### config.mk
export PLATFORM = sky130hd
export DESIGN_NAME = alu_sequencer
export DESIGN_NICKNAME = d
export VERILOG_FILES = /design/src/rtl/alu_sequencer.sv
export SDC_FILE = /design/constraint.sdc
export NUM_CORES = 1
export LEC_CHECK = 0
export ABC_AREA = 1
export CORE_ASPECT_RATIO = 0.8
export CORE_MARGIN = 5
export CORE_UTILIZATION = 48
export DETAILED_ROUTE_END_ITERATION = 7
export GPL_TIMING_DRIVEN = 0
export PLACE_DENSITY = 0.74
export SYNTH_ARGS = -nofsm -noshare
export SYNTH_HDL_FRONTEND = slang
export SYNTH_SLANG_ARGS = --single-unit
### constraint.sdc
create_clock -name clk -period 1.85 [get_ports clk]
set_input_delay 0.2775 -clock clk [delete_from_list [all_inputs] [get_ports clk]]
set_output_delay 0.2775 -clock clk [all_outputs]
set_load 0.02 [all_outputs]
### src/rtl/alu_sequencer.sv
// Sequencing controller for the 16-bit logic unit and its fixed-latency divider.
// Accepts one opcode at a time and drives the logic unit's operation and result-push strobes.
module alu_sequencer #(
   parameter int DIV_LATENCY = 20
) (
   input  logic       clk,
   input  logic       rst,
   input  logic       op_valid,
   input  logic [3:0] op_code,
   output logic       op_ready,
   output logic       hold_operands,
   output logic       done,
   output logic       err,
   output logic       add,
   output logic       sub,
   output logic       inc,
   output logic       dec,
   output logic       mul,
   output logic       shr,
   output logic       shl,
   output logic       band,
   output logic       bor,
   output logic       bxor,
   output logic       bnegate,
   output logic       push,
   output logic       push_high,
   output logic       push_div,
   output logic       push_mod
);

   typedef enum logic [2:0] {
      S_IDLE,
      S_EXEC,
      S_PUSH,
      S_DIV_WAIT,
      S_PUSH_Q,
      S_PUSH_R,
      S_ERR
   } state_t;

   localparam logic [3:0] OP_ADD    = 4'd0;
   localparam logic [3:0] OP_SUB    = 4'd1;
   localparam logic [3:0] OP_INC    = 4'd2;
   localparam logic [3:0] OP_DEC    = 4'd3;
   localparam logic [3:0] OP_MUL    = 4'd4;
   localparam logic [3:0] OP_SHR    = 4'd5;
   localparam logic [3:0] OP_SHL    = 4'd6;
   localparam logic [3:0] OP_AND    = 4'd7;
   localparam logic [3:0] OP_OR     = 4'd8;
   localparam logic [3:0] OP_XOR    = 4'd9;
   localparam logic [3:0] OP_NOT    = 4'd10;
   localparam logic [3:0] OP_MOD    = 4'd12;
   localparam logic [3:0] OP_DIVMOD = 4'd13;

   localparam logic [7:0] DIV_LOAD = 8'(DIV_LATENCY - 1);

   state_t     state_q, state_d;
   logic [3:0] op_q, op_d;
   logic [7:0] count_q, count_d;

   always_ff @(posedge clk) begin
      if (rst) begin
         state_q <= S_IDLE;
         op_q    <= 4'd0;
         count_q <= 8'd0;
      end else begin
         state_q <= state_d;
         op_q    <= op_d;
         count_q <= count_d;
      end
   end

   // Opcode is captured only at acceptance; op_valid outside IDLE is ignored.
   always_comb begin
      state_d = state_q;
      op_d    = op_q;
      count_d = count_q;
      case (state_q)
         S_IDLE: begin
            if (op_valid) begin
               op_d = op_code;
               if (op_code <= OP_NOT) begin
                  state_d = S_EXEC;
               end else if (op_code <= OP_DIVMOD) begin
                  state_d = S_DIV_WAIT;
                  count_d = DIV_LOAD;
               end else begin
                  state_d = S_ERR;
               end
            end
         end
         S_EXEC:     state_d = S_PUSH;
         S_PUSH:     state_d = S_IDLE;
         S_DIV_WAIT: begin
            if (count_q == 8'd0) begin
               state_d = (op_q == OP_MOD) ? S_PUSH_R : S_PUSH_Q;
            end else begin
               count_d = count_q - 8'd1;
            end
         end
         S_PUSH_Q:   state_d = (op_q == OP_DIVMOD) ? S_PUSH_R : S_IDLE;
         S_PUSH_R:   state_d = S_IDLE;
         S_ERR:      state_d = S_IDLE;
         default:    state_d = S_IDLE;
      endcase
   end

   always_comb begin
      op_ready      = 1'b0;
      hold_operands = 1'b0;
      done          = 1'b0;
      err           = 1'b0;
      add           = 1'b0;
      sub           = 1'b0;
      inc           = 1'b0;
      dec           = 1'b0;
      mul           = 1'b0;
      shr           = 1'b0;
      shl           = 1'b0;
      band          = 1'b0;
      bor           = 1'b0;
      bxor          = 1'b0;
      bnegate       = 1'b0;
      push          = 1'b0;
      push_high     = 1'b0;
      push_div      = 1'b0;
      push_mod      = 1'b0;
      case (state_q)
         S_IDLE: op_ready = 1'b1;
         S_EXEC: begin
            hold_operands = 1'b1;
            case (op_q)
               OP_ADD:  add     = 1'b1;
               OP_SUB:  sub     = 1'b1;
               OP_INC:  inc     = 1'b1;
               OP_DEC:  dec     = 1'b1;
               OP_MUL:  mul     = 1'b1;
               OP_SHR:  shr     = 1'b1;
               OP_SHL:  shl     = 1'b1;
               OP_AND:  band    = 1'b1;
               OP_OR:   bor     = 1'b1;
               OP_XOR:  bxor    = 1'b1;
               OP_NOT:  bnegate = 1'b1;
               default: ;
            endcase
         end
         S_PUSH: begin
            push      = 1'b1;
            push_high = 1'b1;
            done      = 1'b1;
         end
         S_DIV_WAIT: hold_operands = 1'b1;
         S_PUSH_Q: begin
            hold_operands = 1'b1;
            push_div      = 1'b1;
            done          = (op_q != OP_DIVMOD);
         end
         S_PUSH_R: begin
            hold_operands = 1'b1;
            push_mod      = 1'b1;
            done          = 1'b1;
         end
         S_ERR:   err = 1'b1;
         default: ;
      endcase
   end

endmodule

==> qor.yml <==
outcome:
  status: "finished, final reports clean"
power:
  pwr-share-seq: 0.398
  swShare: 0.406
  p_int_w: 0.000581
  peakVddDrop_mv: 0.511
  p_leak_nw: 0.665
  power.share.clock: 0.190
  p_per_area_mw_per_mm2: 731
  p_switching_w: 0.000397
  p_comb_frac: 0.412
layout:
  syn_to_final_growth_pct: 26.7
  fin_util: 0.631
  diodes: 0
  layout-drive-gt1-share: 0.187
  nets: 208
  design_area_mm2: 0.00134
floorplanning:
  coreArea_mm2: 0.00212
  start_util: 0.498
  die_area_mm2: 0.00324
  die-width_um: 62.4
  ioPinCount: 26
  fp.dieH_um: 52.0
  num_rows: 15
global_route:
  grt_max_degree: 11
  antenna_found_initial: 0
  grt_usage: 0.175
  grt_pass1_vias: 1082
  grt-ovfl-total: 0
  grt_pass1_wl_mm: 4.66
clock_network:
  cts_buffer_depth: 2
  htreeDepth: 1
  cts_made_buffers: 3
  cts_sinks: 15
  cts-root-buf: "clkbuf_4"
  clk_latency_ns: 0.28
  cts_tree: "built"
  ctsHoldBuffers: 0
  clk_pin_slew_ns: 0.09
critical_path:
  crit_fanout: 7
  cp_slowest_cell: "dlygate4sd2_1"
  crit_chain: "inv_1, nand2_1, nor3_1, o22ai_1, dlygate4sd2_1"
  r2r_end: "count_q[5]"
  critPathKind: "flip-flop to output port"
  crit_start: "op_q[1]"
  crit_path_start_kind: "flip-flop"
  endpoint: "done"
  worstPathArrival_ns: 1.46
  required_ns: 1.57
  cp-end-kind: "output port"
  r2r_start: "count_q[0]"
  cp_slowest_stage_delay_ns: 0.33
  worstRegToRegCells: 8
  r2r_setup_slack_ns: 0.27
synthesis:
  synth_top_area_cell: "dfxtp_1"
  syn_area_mm2: 0.00106
  synthFlopType: "dfxtp_1"
  synth_nets: 178
  yosys.area.top_type_share: 0.284
  ys_warn_count: 0
  synth_cells: 169
  yosysUniqueCellTypes: 26
  syn_avg_cell_area_um2: 6.25
  ys_async_sr_fraction: 0
  synth_edf_count: 0
  yosys.area_share.simple: 0.482
  yosys_register_bits: 15
  synth_mux_area_frac: 0
  synth_most_common_cell: "nand2_1"
  synth_common_cells: "nand2_1 (41), nor2_1 (28), inv_1 (21)"
  synth_fa_ha_area_frac: 0.0237
  synth_xor_area_frac: 0.00829
  seq_area_frac_synth: 0.284
  synth_compound_area_frac: 0.113
  netlist_top_cells_area: "dfxtp_1 (28%), nand2_1 (15%), nor2_1 (10%)"
  synth_top_family_by_area: "simple AND/OR/NAND/NOR gates"
sta:
  clock-skew-final_ns: 0.00312
  slew_violations: 0
  fmax_mhz: 576
  rsz0062_at_grt: "no"
  hold_violations: 0
  setup_viol: 0
  min_period_ns: 1.74
  relSlewSlack: 0.715
  worstMarginPinSlew_ns: 0.428
  period_share: 0.938
  setup_ws_ns: 0.115
placed_design:
  place_area_mm2: 0.00133
  hpwl_mm: 2.20
  place.gp.congestion: 0.828
  io_buffers: 24
  pre_cts_slack_ns: -0.108
drt:
  drt_wl_total_mm: 2.76
  dr.pass1.iters: 5
  drt-initial-drc-count: 75
  drc_errors: 0
  wl_per_cell_um: 12.4
  ant_nets: 0
  vias: 1186
  vias_per_cell: 5.32
worst_hold_path:
  hp-class: "primary input to flip-flop"
run:
  max_cap_viol_count: 0
[worst min path at each step]
| stage | startpoint | endpoint | slack, ns | cells after the start |
|---|---|---|---|---|
| 2_1_floorplan | op_code[2] | op_q[2] | 0.47 | 2 |
| 3_3_place_gp | count_q[0] | count_q[0] | 0.49 | 2 |
| 3_5_place_dp | count_q[0] | count_q[0] | 0.50 | 2 |
| 4_1_cts | rst | state_q[2] | 0.36 | 2 |
| 5_1_grt | rst | state_q[1] | 0.37 | 2 |
| 6_report | rst | state_q[2] | 0.37 | 2 |
[cell usage in the layout (no fill, tap or decap), types with 2 or more instances in the layout]
cell type and count:
inv_2 2, nor2_1 28, dlygate4sd2_1 6, nand2_1 40, nor4_2 2, buf_2 7, nor2_2 4, nand2_4 2
clkdlybuf4s50_1 5, dfxtp_1 14, nand4_1 2, dlymetal6s2s_1 2, clkbuf_1 2, inv_1 20, ha_1 2, nor2_4 3
a21oi_1 11, nand2_2 3, clkbuf_4 3, nand3_1 19, o21ai_0 5, buf_4 4, clkdlybuf4s15_2 2
[per-stage QoR]
stage | hold WS (ns) | setup TNS (ns) | cells | power, W
floorplan | 0.468 | 0 | 169 | 0.000679
global placement | 0.485 | -0.573 | 218 | 0.000790
detailed placement | 0.503 | -0.915 | 218 | 0.000807
CTS | 0.357 | 0 | 222 | 0.000972
global route | 0.373 | 0 | 223 | 0.00106
finish | 0.367 | 0 | 223 | 0.000978
[logic make-up after synthesis]
logic type,after synthesis
buf+inv,24
xor+xnor,1
compound gates,20
fa+ha+maj,2
simple gates,107
flops,15
[cell type report]
cell class / count / area [um2]
fillers: 224 / 783
multi-input cells: 130 / 677
flip-flops and latches: 15 / 302
repair buffers: 25 / 208
inverters: 22 / 82.6
well taps: 25 / 31.3
clock buffers: 4 / 26.3
plain buffers: 2 / 11.3
[critical path: cells and delay by family (launching register included)]
family          cells  cell delay (ns)
flops               1             0.31
compound gates      1             0.09
simple gates        2             0.26
buf+inv             2             0.51
[per-layer routing]
metal / wire length, um / global-route usage / vias up
li1: - / - / 599
met3: 189 / 0.0562 / 6
met5: 0 / 0 / -
met2: 1290 / 0.310 / 37
met4: 27 / 0.0353 / 0
met1: 1250 / 0.210 / 544
[repair_timing]
action | CTS | global route
setup buffers | 0 | 1
endpoints found under the setup margin | 18 | 13
resized for setup | 51 | 8
[state kept, by name, summed over array words and instances, names as in the netlist]
name     flops
op_q         4
state_q      3
count_q      8
[power by group through the flow]
stage	Sequential [W]	Combinational, W	Clock (W)
2_1_floorplan	0.000388	0.000291	0
3_3_place_gp	0.000394	0.000396	0
3_5_place_dp	0.000396	0.000411	0
4_1_cts	0.000389	0.000393	0.000190
5_1_grt	0.000394	0.000450	0.000213
6_report	0.000390	0.000403	0.000186
(Power assumes the default switching activity.)
